[config.mk]
export PLATFORM = sky130hd
export DESIGN_NAME = mux_4x1_rr_arbiter
export DESIGN_NICKNAME = d
export VERILOG_FILES = /design/src/rtl/mux_4x1_rr_arbiter.sv
export SDC_FILE = /design/constraint.sdc
export NUM_CORES = 1
export LEC_CHECK = 0
export BUFFER_PORTS_ARGS = -buffer_cell sky130_fd_sc_hd__buf_2
export CORE_MARGIN = 5
export CORE_UTILIZATION = 40
export CTS_CLUSTER_DIAMETER = 150
export DETAILED_ROUTE_END_ITERATION = 10
export PLACE_DENSITY_LB_ADDON = 0.3
export SLEW_MARGIN = 20
export SYNTH_ARGS = -nofsm -noshare
export SYNTH_HDL_FRONTEND = slang
export SYNTH_SLANG_ARGS = --single-unit
[constraint.sdc]
create_clock -name clk -period 3.05 [get_ports clk]
set_clock_uncertainty 0.05 [all_clocks]
set_input_delay 0.305 -clock clk [delete_from_list [all_inputs] [get_ports clk]]
set_output_delay 0.305 -clock clk [all_outputs]
set_load 0.005 [all_outputs]
[src/rtl/mux_4x1_rr_arbiter.sv]
// mux_4x1_rr_arbiter: round-robin arbiter over a 4:1 data mux with a registered valid/ready output stage.
// Optional build macro MUX_ARB_BURST_EN lets one requester keep the path for up to MAX_BURST beats.
module mux_4x1_rr_arbiter #(
  parameter int DATA_W    = 4,
  parameter int MAX_BURST = 4
) (
  input  logic              clk,
  input  logic              rst_n,
  input  logic [3:0]        req,
  input  logic [DATA_W-1:0] a,
  input  logic [DATA_W-1:0] b,
  input  logic [DATA_W-1:0] c,
  input  logic [DATA_W-1:0] d,
  output logic [3:0]        ack,
  output logic              out_valid,
  output logic [DATA_W-1:0] out_data,
  output logic [1:0]        out_sel,
  output logic [3:0]        grant,
  input  logic              out_ready
);
  typedef enum logic {IDLE, HOLD} state_t;
  state_t state, state_next;
  logic [1:0] ptr, ptr_next, rr, win;
  logic load_en, load, drain;
  logic [DATA_W-1:0] win_data;

  if (MAX_BURST < 1) begin : g_bad_burst
    $error("MAX_BURST must be at least 1");
  end

  // First requesting index found scanning ptr, ptr+1, ptr+2, ptr+3 (mod 4)
  always_comb begin
    rr = ptr;
    for (int k = 3; k >= 0; k--) if (req[ptr + 2'(k)]) rr = ptr + 2'(k);
  end

`ifdef MUX_ARB_BURST_EN
  localparam int CW = $clog2(MAX_BURST + 1);
  logic [CW-1:0] cnt, cnt_next;
  logic keep;
  assign keep     = cnt != '0 && cnt < CW'(MAX_BURST) && req[out_sel];
  assign win      = keep ? out_sel : rr;
  assign cnt_next = keep ? cnt + 1'b1 : CW'(1);
  assign ptr_next = cnt_next == CW'(MAX_BURST) ? win + 2'd1 : win;
  // Burst length of the current winner; cleared when the stage empties
  always_ff @(posedge clk or negedge rst_n) begin
    if (!rst_n) cnt <= '0;
    else if (load) cnt <= cnt_next;
    else if (drain) cnt <= '0;
  end
`else
  assign win      = rr;
  assign ptr_next = win + 2'd1;
`endif

  assign win_data  = win == 2'd0 ? a : win == 2'd1 ? b : win == 2'd2 ? c : d;
  assign out_valid = state == HOLD;

  // Next state and handshake decode; ack is forced low while reset is held
  always_comb begin
    load_en    = state == IDLE || out_ready;
    load       = load_en && |req;
    drain      = state == HOLD && out_ready && !(|req);
    state_next = load ? HOLD : drain ? IDLE : state;
    ack        = (rst_n && load) ? 4'b0001 << win : 4'b0000;
  end

  // State register
  always_ff @(posedge clk or negedge rst_n) begin
    if (!rst_n) state <= IDLE;
    else state <= state_next;
  end

  // Output stage and round-robin pointer
  always_ff @(posedge clk or negedge rst_n) begin
    if (!rst_n) begin
      out_data <= '0;
      out_sel  <= '0;
      grant    <= '0;
      ptr      <= '0;
    end else if (load) begin
      out_data <= win_data;
      out_sel  <= win;
      grant    <= 4'b0001 << win;
      ptr      <= ptr_next;
    end else if (drain) begin
      grant    <= '0;
    end
  end
endmodule
==> out/results.ini <==
[run_status]
status=finished, final reports clean

[yosys]
ys_ff_latch=13
synth.distinct_cells=32
ys.flop_type=dfrtp_1
seq_area_frac_synth_pct=38.3
synth_edf_count=0
yosysWarnings=0
synth_area_leaders=dfrtp_1, ha_1, nand2b_1
synth.top_cell.area_share_pct=38.3
synth_top_cell_by_area=dfrtp_1
syn_area_um2=848
netlist_instances=85
syn_area_per_cell_um2=9.98
syn_nets=112
async_flop_share_pct=100

[routing]
via_count=770
wl_um=2110
ant_nets=0
drt-initial-drc-count=13
vias_per_cell=5.17
drc=0
wl_per_cell_um=14.1
drt-pass1-iter-count=4

[clock_network]
cts_buffers=3
root_buffer=clkbuf_4
clock_latency_ps=280
clock-sinks=13
cts.htree.levels=1
post-cts-setup-buffer-count=0
postCtsResizedCells=0
holdBufCountCts=1
cts.clk_slew.worst_paths_ps=90
clockBufferDepth=2
tritoncts=yes

[placed_design]
dp.cells=144
port_buffers=37
gp_congestion=0.781
post-place-ws_ps=679
place_hpwl_um=1610
dpl-instance-area_um2=1020

[sta]
setup_violations=0
period_needed_ps=2630
finalHoldViolCount=0
relSlewSlack_pct=65.2
maxSlewViolCount=0
fmax_mhz=381
fin_ws_ps=425
timing.final.crit_share_pct=86.1
tightest_slew_ps=517
tns_ps=0
rsz0062_at_grt=no

[global_route]
grt_max_degree=18
grt_overflow=0
antenna_found_initial=0
first_global_vias=828
grt_pass1_wl_um=3530
track_usage_pct=13.9

[setup_path]
cp-end-kind=output port
crit_path_start_kind=flip-flop
arrival_ps=2270
worstRegToRegCells=7
critical_path_peak_fanout=10
path_class=reg -> out
required_ps=2690

[flow_run]
cap_violations=0

[power_and_ir_drop]
seq_power_share_pct=37.5
p_int_uw=466
power_uw=740
power_density_nw_per_um2=699
comb_power_share_pct=47.4
pwr-share-clk_pct=15.0
p_sw_uw=274
leakage_nw=0.516
ir_drop_uv=359
p_sw_share_pct=37.0

[min_path]
min_path_cells=3
hp-class=in -> reg

[floorplan]
core.rowCount=16
die_h_um=56.1
coreArea_um2=1980
die_w_um=56.1
io_pins=38
initial_utilization_pct=42.8
dieArea_um2=3140

[final_layout]
drive_above_1_share_pct=40.2
diodes=0
layout_commonest_cell=buf_2
nets=150
fin_area_um2=1060
stdcell_count=149
final_cell_mix=buf_2, dfrtp_1, nand2b_1
areaGrowthSynthToFinish_pct=24.8

path summary, 6_finish.rpt:
check | endpoint | startpoint | slack (ps)
setup / recovery | ack[1] | ptr[1] | 420
hold / removal | out_data[3] | a[3] | 230
setup reg to reg | out_data[2] | ptr[1] | 670
hold reg to reg | grant[3] | grant[3] | 450
max in group asynchronous | out_valid | rst_n | 2300
min in group asynchronous | ptr[0] | rst_n | 400
synthesized netlist by cell type (2+ instances only):
master / instances
o21ai_0: 2
a22o_1: 4
buf_6: 2
nor2b_1: 2
ha_1: 4
o211ai_1: 5
a31oi_1: 5
dfrtp_1: 13
nand2b_1: 8
inv_1: 2
mux2_2: 4
nand2_1: 5
nor3_1: 2
and3_1: 4
a21oi_1: 6
final cells by class:
class                   count  area [um2]
inverters                   2        7.51
multi-input cells          65         470
clock buffers               4        26.3
fillers                   183         923
repair buffers             38         195
flip-flops and latches     13         325
well taps                  27        33.8
power by group through the flow:
| stage | Combinational, mW | Sequential, mW | Clock (mW) |
|---|---|---|---|
| 2_1_floorplan | 0.226 | 0.281 | 0 |
| 3_3_place_gp | 0.345 | 0.278 | 0 |
| 3_5_place_dp | 0.354 | 0.280 | 0 |
| 4_1_cts | 0.358 | 0.277 | 0.113 |
| 5_1_grt | 0.395 | 0.285 | 0.119 |
| 6_report | 0.351 | 0.278 | 0.111 |
kinds of logic (layout without fill, tap and decap cells):
family	count (synthesis)	count (layout)	share of synthesized area, %
simple gates	30	30	21.7
compound gates	26	26	20.8
flops	13	13	38.3
buf+inv	7	44	6.19
mux	5	5	7.08
fa+ha+maj	4	4	5.90
layer usage:
metal / GRT usage [%] / routed length (um)
met3: 2.32 / 128
met1: 15.7 / 919
met5: 0 / 0
met4: 8.81 / 27
met2: 24.0 / 1030
sequential cells by signal, summed over array words and instances (netlist names):
register   cells
grant          4
out_data       4
out_sel        2
ptr            2
out_valid      1
worst max-delay path: stages (launching register included):
cell	delay [ps]
dfrtp_1	440
and3b_2	230
or4_1	510
and2_1	190
ha_1	300
and3_1	210
buf_2	120
through the flow:
stage | utilization [%] | hold slack, ps
finish | 53.4 | 229
global route | 53.4 | 233
CTS | 53.4 | 225
detailed placement | 51.6 | 177
global placement | 51.6 | 170
floorplan | - | -40.6
Note: power is estimated with default switching activity, not from simulation.
